$ cat src/rtl/video_timing_pkg.sv
// Shared definitions for the raster timing generator: FSM state type,
// default 1024x768@60 timing (65 MHz pixel clock) and a line/frame total helper.
package video_timing_pkg;

  typedef enum logic [1:0] {
    IDLE  = 2'd0,
    RUN   = 2'd1,
    DRAIN = 2'd2
  } state_t;

  localparam int unsigned DEF_H_ACTIVE = 1024;
  localparam int unsigned DEF_H_FP     = 24;
  localparam int unsigned DEF_H_SYNC   = 136;
  localparam int unsigned DEF_H_BP     = 160;
  localparam int unsigned DEF_V_ACTIVE = 768;
  localparam int unsigned DEF_V_FP     = 3;
  localparam int unsigned DEF_V_SYNC   = 6;
  localparam int unsigned DEF_V_BP     = 29;

  // Output coordinate port widths.
  localparam int unsigned X_W = 11;
  localparam int unsigned Y_W = 10;

  // Total period of one axis (line in pixels or frame in lines).
  function automatic int unsigned timing_total(input int unsigned active,
                                               input int unsigned fp,
                                               input int unsigned sync,
                                               input int unsigned bp);
    return active + fp + sync + bp;
  endfunction

endpackage

$ cat src/rtl/sync_window_cnt.sv
// Wrapping position counter for one raster axis with region decode.
// cnt runs 0..TOTAL-1 while adv is high and wraps to 0; clr holds it at 0.
// active flags the visible region, sync flags [SYNC_START, SYNC_START+SYNC_LEN).
module sync_window_cnt
  import video_timing_pkg::*;
#(
  parameter int unsigned TOTAL      = timing_total(DEF_H_ACTIVE, DEF_H_FP, DEF_H_SYNC, DEF_H_BP),
  parameter int unsigned ACTIVE     = DEF_H_ACTIVE,
  parameter int unsigned SYNC_START = DEF_H_ACTIVE + DEF_H_FP,
  parameter int unsigned SYNC_LEN   = DEF_H_SYNC,
  parameter int unsigned W          = $clog2(TOTAL)
) (
  input  logic         clk,
  input  logic         rst,
  input  logic         clr,
  input  logic         adv,
  output logic [W-1:0] cnt,
  output logic         last,
  output logic         active,
  output logic         sync
);

  // One extra bit so a sync window ending exactly at TOTAL still compares correctly.
  localparam int unsigned WE = W + 1;
  localparam logic [W-1:0]  LAST_C       = W'(TOTAL - 1);
  localparam logic [WE-1:0] ACTIVE_C     = WE'(ACTIVE);
  localparam logic [WE-1:0] SYNC_START_C = WE'(SYNC_START);
  localparam logic [WE-1:0] SYNC_END_C   = WE'(SYNC_START + SYNC_LEN);

  logic [WE-1:0] cnt_ext;

  // Position counter: cleared while idle, advances and wraps when enabled.
  always_ff @(posedge clk) begin
    if (rst || clr) begin
      cnt <= '0;
    end else if (adv) begin
      cnt <= last ? '0 : cnt + 1'b1;
    end
  end

  // Region decode of the current position.
  always_comb begin
    cnt_ext = {1'b0, cnt};
    last    = (cnt == LAST_C);
    active  = (cnt_ext < ACTIVE_C);
    sync    = (cnt_ext >= SYNC_START_C) && (cnt_ext < SYNC_END_C);
  end

endmodule

$ cat src/rtl/video_timing_gen.sv
// Raster timing generator for the display path (default 1024x768@60, 65 MHz).
// Produces registered hs/vs/de, pixel coordinates and frame/line strobes.
// Optional build macro TEST_PATTERN_EN adds a registered 8-bar colour pattern
// on rgb, aligned with de.
module video_timing_gen
  import video_timing_pkg::*;
#(
  parameter int unsigned H_ACTIVE = DEF_H_ACTIVE,
  parameter int unsigned H_FP     = DEF_H_FP,
  parameter int unsigned H_SYNC   = DEF_H_SYNC,
  parameter int unsigned H_BP     = DEF_H_BP,
  parameter int unsigned V_ACTIVE = DEF_V_ACTIVE,
  parameter int unsigned V_FP     = DEF_V_FP,
  parameter int unsigned V_SYNC   = DEF_V_SYNC,
  parameter int unsigned V_BP     = DEF_V_BP,
  parameter bit          HS_POL   = 1'b0,
  parameter bit          VS_POL   = 1'b0
) (
  input  logic        clk,
  input  logic        rst,
  input  logic        en,
  output logic        hs,
  output logic        vs,
  output logic        de,
  output logic [10:0] x,
  output logic [9:0]  y,
  output logic        frame_start,
  output logic        line_start,
  output logic        busy
`ifdef TEST_PATTERN_EN
  ,
  output logic [23:0] rgb
`endif
);

  localparam int unsigned H_TOTAL = timing_total(H_ACTIVE, H_FP, H_SYNC, H_BP);
  localparam int unsigned V_TOTAL = timing_total(V_ACTIVE, V_FP, V_SYNC, V_BP);
  localparam int unsigned HW      = $clog2(H_TOTAL);
  localparam int unsigned VW      = $clog2(V_TOTAL);

  state_t          state;
  logic            running;
  logic            frame_end;

  logic [HW-1:0]   h_cnt;
  logic            h_last, h_act, h_sync;
  logic [VW-1:0]   v_cnt;
  logic            v_last, v_act, v_sync;

  logic            de_n, hs_n, vs_n, fs_n, ls_n;
  logic [X_W-1:0]  x_n;
  logic [Y_W-1:0]  y_n;

  assign running   = (state != IDLE);
  assign frame_end = h_last && v_last;
  assign busy      = running;

  sync_window_cnt #(
    .TOTAL      (H_TOTAL),
    .ACTIVE     (H_ACTIVE),
    .SYNC_START (H_ACTIVE + H_FP),
    .SYNC_LEN   (H_SYNC),
    .W          (HW)
  ) u_h_cnt (
    .clk    (clk),
    .rst    (rst),
    .clr    (!running),
    .adv    (running),
    .cnt    (h_cnt),
    .last   (h_last),
    .active (h_act),
    .sync   (h_sync)
  );

  // Vertical axis steps once per line, on the horizontal wrap.
  sync_window_cnt #(
    .TOTAL      (V_TOTAL),
    .ACTIVE     (V_ACTIVE),
    .SYNC_START (V_ACTIVE + V_FP),
    .SYNC_LEN   (V_SYNC),
    .W          (VW)
  ) u_v_cnt (
    .clk    (clk),
    .rst    (rst),
    .clr    (!running),
    .adv    (running && h_last),
    .cnt    (v_cnt),
    .last   (v_last),
    .active (v_act),
    .sync   (v_sync)
  );

  // Run control: a started frame always completes; stopping is only honoured at its last pixel.
  always_ff @(posedge clk) begin
    if (rst) begin
      state <= IDLE;
    end else begin
      case (state)
        IDLE:    if (en) state <= RUN;
        RUN:     if (!en) state <= frame_end ? IDLE : DRAIN;
        DRAIN: begin
          if (en)             state <= RUN;
          else if (frame_end) state <= IDLE;
        end
        default: state <= IDLE;
      endcase
    end
  end

  // Decode the current counter position into the values registered on the next edge.
  always_comb begin
    de_n = running && h_act && v_act;
    x_n  = de_n ? X_W'(h_cnt) : '0;
    y_n  = de_n ? Y_W'(v_cnt) : '0;
    hs_n = (running && h_sync) ? HS_POL : ~HS_POL;
    vs_n = (running && v_sync) ? VS_POL : ~VS_POL;
    fs_n = de_n && (h_cnt == '0) && (v_cnt == '0);
    ls_n = de_n && (h_cnt == '0);
  end

  // Output registers, one clock behind the counters.
  always_ff @(posedge clk) begin
    if (rst) begin
      hs          <= ~HS_POL;
      vs          <= ~VS_POL;
      de          <= 1'b0;
      x           <= '0;
      y           <= '0;
      frame_start <= 1'b0;
      line_start  <= 1'b0;
    end else begin
      hs          <= hs_n;
      vs          <= vs_n;
      de          <= de_n;
      x           <= x_n;
      y           <= y_n;
      frame_start <= fs_n;
      line_start  <= ls_n;
    end
  end

`ifdef TEST_PATTERN_EN
  // Eight vertical bars, 128 pixels wide, selected by x[9:7].
  function automatic logic [23:0] bar_colour(input logic [2:0] idx);
    case (idx)
      3'd0:    return 24'hFFFFFF;
      3'd1:    return 24'hFFFF00;
      3'd2:    return 24'h00FFFF;
      3'd3:    return 24'h00FF00;
      3'd4:    return 24'hFF00FF;
      3'd5:    return 24'hFF0000;
      3'd6:    return 24'h0000FF;
      default: return 24'h000000;
    endcase
  endfunction

  // Pattern register, aligned with de and black during blanking.
  always_ff @(posedge clk) begin
    if (rst) begin
      rgb <= '0;
    end else begin
      rgb <= de_n ? bar_colour(x_n[9:7]) : '0;
    end
  end
`endif

endmodule

$ cat config.mk
export PLATFORM = sky130hd
export DESIGN_NAME = video_timing_gen
export DESIGN_NICKNAME = d
export VERILOG_FILES = /design/src/rtl/video_timing_pkg.sv /design/src/rtl/sync_window_cnt.sv /design/src/rtl/video_timing_gen.sv
export SDC_FILE = /design/constraint.sdc
export NUM_CORES = 1
export LEC_CHECK = 0
export BUFFER_PORTS_ARGS = -buffer_cell sky130_fd_sc_hd__buf_2
export CAP_MARGIN = 20
export CORE_ASPECT_RATIO = 0.75
export CORE_MARGIN = 10
export CORE_UTILIZATION = 45
export CTS_CLUSTER_SIZE = 24
export DETAILED_ROUTE_END_ITERATION = 8
export MAX_ROUTING_LAYER = met4
export PLACE_DENSITY = 0.75
export SLEW_MARGIN = 20
export SYNTH_ARGS = -nofsm -noshare
export SYNTH_HDL_FRONTEND = slang
export SYNTH_SLANG_ARGS = --single-unit
export TNS_END_PERCENT = 100
$ cat constraint.sdc
create_clock -name clk -period 1.46 [get_ports clk]
set_input_delay 0.073 -clock clk [delete_from_list [all_inputs] [get_ports clk]]
set_output_delay 0.073 -clock clk [all_outputs]
set_load 0.01 [all_outputs]
# Word-level counts from Yosys, hierarchy flattened
# Index checks and enable logic that the tools add are counted.
# totals
register_bits	49
wordCells	54
in_bits	3
# op_classes
n_reduce_logical	18
bitwise	1
n_eq_ne	7
magnitude_cmp	6
add_sub_neg	2
n_mux	10
# op_table
op	count
< comparator 11 bit, second input constant	2
< comparator 10 bit, second input constant	2
adder 11 x 1 -> 11 bit, second input constant	1
equality test 11 bit, second input constant	1
greater-or-equal comparator 11 bit, second input constant	1
zero test 11 bit	1
two-way mux 11 bit	1
adder 10 x 1 -> 10 bit, second input constant	1
equality test 10 bit, second input constant	1
greater-or-equal comparator 10 bit, second input constant	1
logical AND 1 bit	10
zero test 10 bit	1
two-way mux 10 bit	1
two-way mux 2 bit	5
case mux 2 bit (3 select lines)	1
inequality test 2 bit, second input constant	2
inequality test 3 bit, second input constant	1
AND reduction 3 bit	1
equality test 2 x 1 -> 1 bit, second input constant	1
equality test 2 bit, second input constant	1
zero test 2 bit	1
two-way mux 1 bit	2
nonzero test 2 bit	1
OR reduction 2 bit	1
3 further kinds	3

# Depth between registers and ports, before layout
# Gate-level depths: netlist (run 1).
# depth
ltp_word	5
depth_mapped	6
ltp_nobuf	6

# Modules after synthesis
# A second synthesis (run 1) with hierarchy kept.
# hier_totals
cells_unflattened	206
hier_area_um2	2099.5
# by_module_without_submodules
module	cells_per_inst	instances	area_per_inst_um2
video_timing_gen	74	1	918.4
sync_window_cnt at u_h_cnt	68	1	610.6
sync_window_cnt at u_v_cnt	64	1	570.5

# Worst setup path after synthesis (run 1)
# Ideal clock, no wire load.
# synth_path
path_type	register to register
start	reg u_h_cnt.cnt[0]
end	reg u_v_cnt.cnt[3]
n_path_buf	0
required_time_ns	1.389
setup_slack_ns	-0.115
arrival_time_ns	1.504
setup_time_ns	0.071
stages_incl_launch_ff	6
cell_sequence	dfxtp_1 -> ha_1 -> and4_1 -> nand4_1 -> or3_1 -> a21oi_1
# synth_between
elab_chain_len	2
# synth_lines
item	line	rtl
start: declaration	sync_window_cnt.sv:17	output logic [W-1:0] cnt,
start signal: assignment	sync_window_cnt.sv:37	cnt <= last ? '0 : cnt + 1'b1;
equality test 11 bit	sync_window_cnt.sv:44	last = (cnt == LAST_C);
logical AND 1 bit	video_timing_gen.sv:86	.adv (running && h_last),
end signal: assignment	sync_window_cnt.sv:37	
end: declaration	sync_window_cnt.sv:17	
# No other way between the ends.
# A chain may end at the register's enable or synchronous reset.

# Final worst setup path (run 1)
# layout_path
start	reg u_h_cnt.cnt[7]
end	reg u_v_cnt.cnt[9]
# Same word-level chain as after synthesis.

==> results.ini, run 1 <==
[run_status]
status=finished, violations left
violations=setup timing

[global_route]
grt_overflow=0
grt_use_total_pct=12.2
antenna_found_initial=0
grt_pass1_vias=1617
grt_pass1_wl_microns=7580
grt_max_degree=22

[clocking]
clk_path_buf_depth=2
cts.clk_slew.worst_paths_ps=100
clk_latency_ps=310
cts-htree-levels=2
clock_sinks=49
root_buffer=clkbuf_8
cts_tree=done
cts_buffers=5

[placed_design]
dpl.hpwl_microns=3410
portBuffers=29
finalWeightedCongestion=0.843
post-place-ws_ps=-49.1

[final_layout]
area_growth_pct=27.3
layout_commonest_cell=dfxtp_1
layout_common_cells=dfxtp_1, buf_4, buf_2
drive_gt1_share_pct=39.8
diodes=0
fin_nets=277

[route]
drtAntennaViolNets=0
dr.max_layer_used=met4
avgRoutedWirePerCell_microns=14.7
route.met3.wl_microns=297
vias=1677
route.detailed.drc=0
viasPerCell=5.14
drt_iter0_drc=104
drt_wl_total_microns=4790
wl_met1_microns=2240
dr.pass1.iters=4
met2WireLength_microns=2180

[timing]
hold_viol_final=0
finalCriticalPeriod_ps=1600
max_freq_mhz=625
setup_viol=4
finalClockSkew_ps=10.6
worst_slack_ps=-140
slew_violations=0
fin_crit_sh_pct=110
rsz0062_at_grt=yes

[flow_run]
drv_cap=0

[die]
rows=21
fp.dieH_microns=79.0
initial_core_util_pct=46.8
core-area_sq_um=4470
boundaryPins=30
die_area_sq_um=7800
die_w_microns=98.7

[synthesis]
ys_ff_latch=49
syn_inst=205
synth_cell_types=44
ys_async_sr_fraction_pct=0
syn-mean-instance-area_sq_um=10.2
synth_top_flop_cell=dfxtp_1
synth_edf_count=0
synth_area_sq_um=2090
ys_warn_count=0
syn_nets=214
ys_seq_area_share_pct=46.9

[power]
finalPower_uw=2260
ir_drop_mv=0.443
p_leak_uw=0.00112
power_density_nw_per_um2=851

[worst_setup_path]
critPathMaxFanout=4
worstSetupPathType=register to register
worstPathArrival_ps=1810
end_kind=register
start_kind=register
cp.required_ps=1670

[worst_hold_path]
min_path_type=primary input to register

Yosys cell counts, drive strengths merged, types with 4 or more instances:
cell type | number | area, sq um
a21oi | 5 | 25.0
and2 | 21 | 133
and3 | 4 | 25.0
buf | 4 | 53.8
clkbuf | 5 | 30.0
dfxtp | 49 | 981
ha | 6 | 75.1
inv | 9 | 33.8
mux2i | 4 | 40.0
nand2 | 7 | 26.3
nand3 | 9 | 45.0
nand4 | 4 | 40.0
nor2 | 17 | 71.3
nor3 | 7 | 35.0
nor4 | 10 | 92.6
o21ai | 10 | 50.0
xnor2 | 7 | 61.3
worst max-delay path, stage by stage (launching register included):
cell and delay, ps:
dfxtp_4 360, nand4bb_4 270, nor4_4 270, buf_4 170, mux2i_1 90, nor4_1 330
state kept, by name, summed over array words and instances, names as in the netlist:
name and count:
x 11, u_v_cnt.cnt 10, y 10, hs 1
line_start 1, frame_start 1, vs 1, de 1
state 2, u_h_cnt.cnt 11
per-layer routing:
metal  vias up  GRT usage [%]
li1        836              -
met1       780           14.9
met2        50           17.4
met3        11           3.98
met4         0           6.43
met5         -              -
power by group:
part           leakage [uW]  internal (uW)  switching [uW]  total, uW
logic              0.000674           46.4            52.9       99.2
clock network     0.0000445            340             474        814
registers          0.000403           1340            10.3       1350
final timing paths:
check	startpoint	to	slack [ps]	cells after the start
min	en	state[1]	470	3
max reg2reg	u_h_cnt.cnt[7]	u_v_cnt.cnt[9]	-140	5
min reg2reg	u_v_cnt.cnt[1]	u_v_cnt.cnt[1]	510	2
max	u_h_cnt.cnt[7]	u_v_cnt.cnt[9]	-140	5
timing repair:
action / CTS / global route
hold buffers: 2 / 0
hold endpoints to repair: 2 / 0
buffers inserted: 1 / 0
resized for setup: 8 / 23
setup endpoints to repair: 10 / 20
pin swaps: 5 / 10
cells by family (layout without fill, tap and decap cells):
| family | Yosys count | in the layout | synth area share, % |
|---|---|---|---|
| and+or+nand+nor | 92 | 92 | 28.5 |
| DFF | 49 | 49 | 46.9 |
| AOI/OAI and AO/OA | 24 | 24 | 7.54 |
| buffers and inverters | 19 | 83 | 7.18 |
| xor gates and xnor gates | 10 | 10 | 4.19 |
| adders and majority gates | 6 | 6 | 3.59 |
| muxes | 4 | 4 | 1.92 |
| other | 1 | 1 | 0.179 |
per-stage QoR:
stage | hold WS (ps) | setup TNS, ps | util, % | std cells | cell area (sq um)
global route | 481 | -796 | 59.6 | 326 | 2660
CTS | 465 | -93.1 | 58.0 | 326 | 2590
detailed placement | 263 | -181 | 55.1 | 315 | 2460
finish | 473 | -215 | 59.6 | 326 | 2660
global placement | 253 | -6.04 | 55.1 | 315 | 2460
floorplan | 146 | 0 | - | 205 | 2110
cell type report:
class	instances	area, sq um
multi-input combinational	137	1030
timing repair buffer	66	432
sequential	49	1000
tap	57	71.3
fill	392	1810
clock buffer	5	68.8
inverter	9	33.8
clock inverter	3	21.3
(Power assumes the default switching activity.)
==> run 2: changes to the inputs <==
==> constraint.sdc (replaced) <==
create_clock -name clk -period 1.46 [get_ports clk]
set_input_delay 0.438 -clock clk [delete_from_list [all_inputs] [get_ports clk]]
set_output_delay 0.438 -clock clk [all_outputs]
set_load 0.01 [all_outputs]
==> run 2 against run 1 <==
Effect of this change: the run still ends with setup timing left; clock-buffer cell count grew 1; sequential share of layout area shrank 1.5 points; total power shrank 1.2%; fmax grew 3.0%; critical path depth is the same; via count grew 3.0%; worst setup slack gained 46 ps; wire length grew 7.4%; cell count grew 2.8%; global-route usage grew 0.92 points; cell area grew 5.7%; die area is the same; critical endpoint is now u_v_cnt.cnt[5].
==> results.ini, run 2 (synthesized netlist as in run 1, its figures left out) <==
[route]
met2WireLength_microns=2360
wl_met1_microns=2250
dr.pass1.iters=4
drt_iter0_drc=154
route.met3.wl_microns=422
viasPerCell=5.16
dr.max_layer_used=met4
avgRoutedWirePerCell_microns=15.4
route.detailed.drc=0
vias=1728
drtAntennaViolNets=0
drt_wl_total_microns=5150

[die]
die_area_sq_um=7800
boundaryPins=30
core-area_sq_um=4470
die_w_microns=98.7
rows=21
fp.dieH_microns=79.0
initial_core_util_pct=46.8

[final_layout]
fin_area_sq_um=2810
nFillCells=375
drive_gt1_share_pct=45.7
layout_common_cells=buf_4, dfxtp_1, buf_2
fin_nets=286
reg_top3=u_h_cnt.cnt: 11 flops, x: 11 flops
diodes=0
area_growth_pct=34.5
layout_commonest_cell=buf_4

[timing]
max_freq_mhz=644
fin_crit_sh_pct=106
hold_slack_ps=296
slew_violations=0
finalClockSkew_ps=2.66
finalCriticalPeriod_ps=1550
hold_viol_final=0
worst_slack_ps=-93.4
rsz0062_at_grt=yes
setup_viol=14

[clocking]
postCtsHoldBufs=0
cts-htree-levels=2
cts.clk_slew.worst_paths_ps=80
clk_latency_ps=300
cts_tree=done
clk_path_buf_depth=2
cts_buffers=5
clock_sinks=49
root_buffer=clkbuf_8

[worst_setup_path]
worst_r2r_endpoint=u_v_cnt.cnt[5]
timing.rr.start=u_v_cnt.cnt[0]
cp-startpoint=u_v_cnt.cnt[0]
cp.required_ps=1670
worstRegToRegCells=5
end_kind=register
reg2reg_setup_slack_ps=-90
worstSetupPathType=register to register
critPathMaxFanout=4
worstPathArrival_ps=1770
start_kind=register

[global_route]
antenna_found_initial=0
grt_overflow=0
grt_max_degree=22
grt_pass1_wl_microns=8160
grt_use_total_pct=13.1
grt_pass1_vias=1658

[placed_design]
place_area_sq_um=2480
finalWeightedCongestion=0.863
dpl.hpwl_microns=3480
portBuffers=29

[run_status]
violations=setup timing
status=finished, violations left

[power]
p_leak_uw=0.00119
ir_drop_mv=0.492
power_density_nw_per_um2=795

[worst_hold_path]
min_path_type=primary input to register
hold_end=state[1]
min_from=en
holdPathStages=2

[flow_run]
drv_cap=0

## run 2: cell types whose count changed in the layout (fill, tap and decap cells not counted), sizes merged
cell and change:
buf +11, dlygate4sd3 -2, clkbuf +1, clkinv -1, clkinvlp +1, inv -1
## run 2: through the flow
stage	worst slack [ps]	power [uW]	cells	utilization, %	setup TNS (ps)
2_1_floorplan	19.5	1430	205	-	0
3_3_place_gp	-44.8	1480	317	55.4	-650
3_5_place_dp	-69.6	1480	317	55.4	-1090
4_1_cts	-71.2	2260	327	59.1	-200
5_1_grt	-174	2330	335	63.0	-1560
6_report	-93.4	2240	335	63.0	-546
## run 2: layout make-up
cell class / instances / area (sq um) / share of cell area, %
multi-input combinational: 137 / 1090 / 38.7
clock inverter: 2 / 15.0 / 0.534
sequential: 49 / 1020 / 36.3
tap: 57 / 71.3 / 2.54
timing repair buffer: 75 / 512 / 18.2
inverter: 9 / 33.8 / 1.20
clock buffer: 6 / 72.6 / 2.58
## run 2: how the worst max path moves through the flow
stage	end	slack, ps
3_3_place_gp	x[6]	-40
4_1_cts	frame_start	-70
3_5_place_dp	frame_start	-70
5_1_grt	frame_start	-170
2_1_floorplan	u_v_cnt.cnt[3]	20
6_report	u_v_cnt.cnt[5]	-90
## run 2: worst max-delay path, cell delays in order, from the launching register on
cell      delay [ps]
dfxtp_4          370
buf_6            100
nand4b_1         140
nor4_4           430
mux2i_1          140
nor4_1           280
## run 2: where the power goes
| part | internal [uW] | switching [uW] |
|---|---|---|
| combinational | 51.9 | 60.7 |
| clock | 338 | 444 |
| sequential | 1330 | 8.73 |
| total | 1720 | 513 |
## run 2: timing repair
action,in CTS,in global routing
cloned,0,0
pin swaps,8,13
setup endpoints to repair,16,26
buffers inserted,2,8
gates resized for setup,19,35
## run 2: per-layer routing
layer | up-vias | GRT usage, %
li1 | 852 | -
met1 | 801 | 16.1
met2 | 63 | 20.3
met3 | 12 | 3.63
met4 | 0 | 4.43
met5 | - | -
==> run 3: changes to the inputs <==
ABC_AREA = 1   (was not set)
==> run 3 against run 2 <==
Effect of this change: the flow now finishes without violations; sequential power hardly changed; critical path depth decreased by 2; wire length down 6.5%; first-iteration DRC count fell by 29%; synthesized cell count is 40% higher; cell count rose by 16%; worst hold slack improved by 33 ps; flip-flop and latch count unchanged; critical endpoint is now busy; via count up 6.6%; worst setup slack better by 130 ps.
==> results.ini, run 3 <==
[global_route]
grt_overflow=0
grt_use_total_pct=12.5
grt_max_degree=14
antenna_found_initial=0
grt_pass1_wl_microns=7930
grt_pass1_vias=1698

[route]
viasPerCell=4.76
drtAntennaViolNets=0
route.detailed.drc=0
drt_wl_total_microns=4810
drt_iter0_drc=110
vias=1842
avgRoutedWirePerCell_microns=12.4
dr.pass1.iters=4

[power]
p_switching_uw=521
combinationalPowerShare_pct=6.2
ir_drop_mv=0.504
p_leak_uw=0.00114
p_int_uw=1740
seqPwrFrac_pct=60.2
clockPowerShare_pct=33.7
switching_share_pct=23.0
power_density_nw_per_um2=905

[synthesis]
syn_nets=297
ys_warn_count=0
syn-mean-instance-area_sq_um=7.41
ys_ff_latch=49
synth_top_flop_cell=dfxtp_1
yosysTopAreaCell=dfxtp_1
ys_top_cells_by_area=dfxtp_1, nor2_1, nand2_1, inv_1, ha_1
synthTopCellsByCount=nor2_1, nand2_1, dfxtp_1
syn_inst=288
yosysMostFrequentCell=nor2_1
yosys.area.top_type_share_pct=46.0
synth_area_sq_um=2130
synth_cell_types=24
synth_edf_count=0
ys_async_sr_fraction_pct=0
ys_seq_area_share_pct=46.0

[final_layout]
final_core_util_pct=55.3
drive_gt1_share_pct=26.1
layout_commonest_cell=nor2_1
layout_common_cells=nor2_1, nand2_1, dfxtp_1
finalNonFillerCells=387
reg_top3=u_h_cnt.cnt: 11 flops, x: 11 flops
diodes=0
area_growth_pct=17.2
fin_nets=338

[timing]
finalCriticalPeriod_ps=1420
finalClockSkew_ps=9.55
hold_viol_final=0
worst_slack_ps=39.5
setup_viol=0
slew_violations=0
max_freq_mhz=704
fin_crit_sh_pct=97.3

[die]
boundaryPins=30
initial_core_util_pct=47.2
die_w_microns=99.5
core-area_sq_um=4520
die_area_sq_um=7920
rows=21
fp.dieH_microns=79.6

[clocking]
clock_sinks=49
cts_buffers=5
cts-htree-levels=2
cts.clk_slew.worst_paths_ps=80
root_buffer=clkbuf_8
clk_latency_ps=300
clk_path_buf_depth=2
cts_tree=done

[worst_setup_path]
worstRegToRegCells=8
worstSetupPathType=register to output pin
timing.rr.start=u_h_cnt.cnt[0]
start_kind=register
cp.required_ps=1020
critPathMaxStageDelay_ps=340
critPathMaxFanout=6
reg2reg_setup_slack_ps=60
worstPathArrival_ps=980
path_cells=nor2_4, inv_4, buf_2
cpMaxStageDelayCell=dfxtp_2
worst_r2r_endpoint=u_v_cnt.cnt[7]
cp-startpoint=state[1]
end_kind=output pin

[placed_design]
post-place-ws_ps=12.3
finalWeightedCongestion=0.923
dpl.hpwl_microns=3700
portBuffers=29
dp.cells=378

[flow_run]
drv_cap=0

[worst_hold_path]
holdPathStages=2
min_path_type=primary input to register
min_from=rst
hold_end=state[0]

[run_status]
status=finished, final reports clean

==> run 3: per-stage QoR <==
stage	hold slack (ps)	TNS (ps)	total power (uW)	area [sq um]
6_report	329	0	2260	2500
5_1_grt	339	-1.54	2340	2500
4_1_cts	327	0	2270	2480
3_5_place_dp	446	0	1520	2380
3_3_place_gp	450	0	1520	2380
2_1_floorplan	410	0	1470	2130
==> run 3: worst max path at each step <==
stage	end	slack, ps
detailed placement	u_v_cnt.cnt[7]	10
global route	busy	-1
CTS	u_v_cnt.cnt[7]	20
finish	busy	40
floorplan	u_v_cnt.cnt[2]	140
global placement	u_v_cnt.cnt[7]	60
==> run 3: area by class of cell <==
type,instances,area [sq um]
Fill cell,446,2020
Inverter,42,160
Sequential cell,49,987
Tap cell,57,71.3
Multi-Input combinational cell,195,1000
Timing Repair Buffer,36,198
Clock buffer,8,80.1
==> run 3: metal layers <==
metal | vias up | track usage (%) | part of all wire, %
li1 | 953 | - | -
met1 | 809 | 17.1 | 49
met2 | 73 | 16.4 | 39
met3 | 7 | 4.50 | 11
met4 | 0 | 4.29 | 1.1
met5 | - | - | 0
==> run 3: timing repair <==
| item | 4_1_cts | 5_1_grt |
|---|---|---|
| setup buffers | 1 | 0 |
| gates resized for setup | 3 | 7 |
| hold buffers | 0 | 0 |
| endpoints found under the setup margin | 2 | 9 |
| pin swaps | 1 | 2 |
| cloned | 0 | 0 |
==> run 3: power by group through the flow <==
stage | clock network (uW) | logic (uW) | registers (uW)
3_3_place_gp | 0 | 130 | 1390
5_1_grt | 824 | 154 | 1360
3_5_place_dp | 0 | 132 | 1390
6_report | 761 | 140 | 1360
4_1_cts | 777 | 138 | 1360
2_1_floorplan | 0 | 74.9 | 1390
==> run 3: worst max-delay path: cells and delay by family, from the launching register on <==
family        cells  cell delay [ps]
simple gates      1              130
buf+inv           2              210
flops             1              340
==> run 3: cell families after synthesis <==
family	synth area share, %
and+or+nand+nor	39.8
DFF	46.0
buffers and inverters	7.86
AOI/OAI and AO/OA	2.29
adders and majority gates	3.52
xor gates and xnor gates	0.411
other	0.176
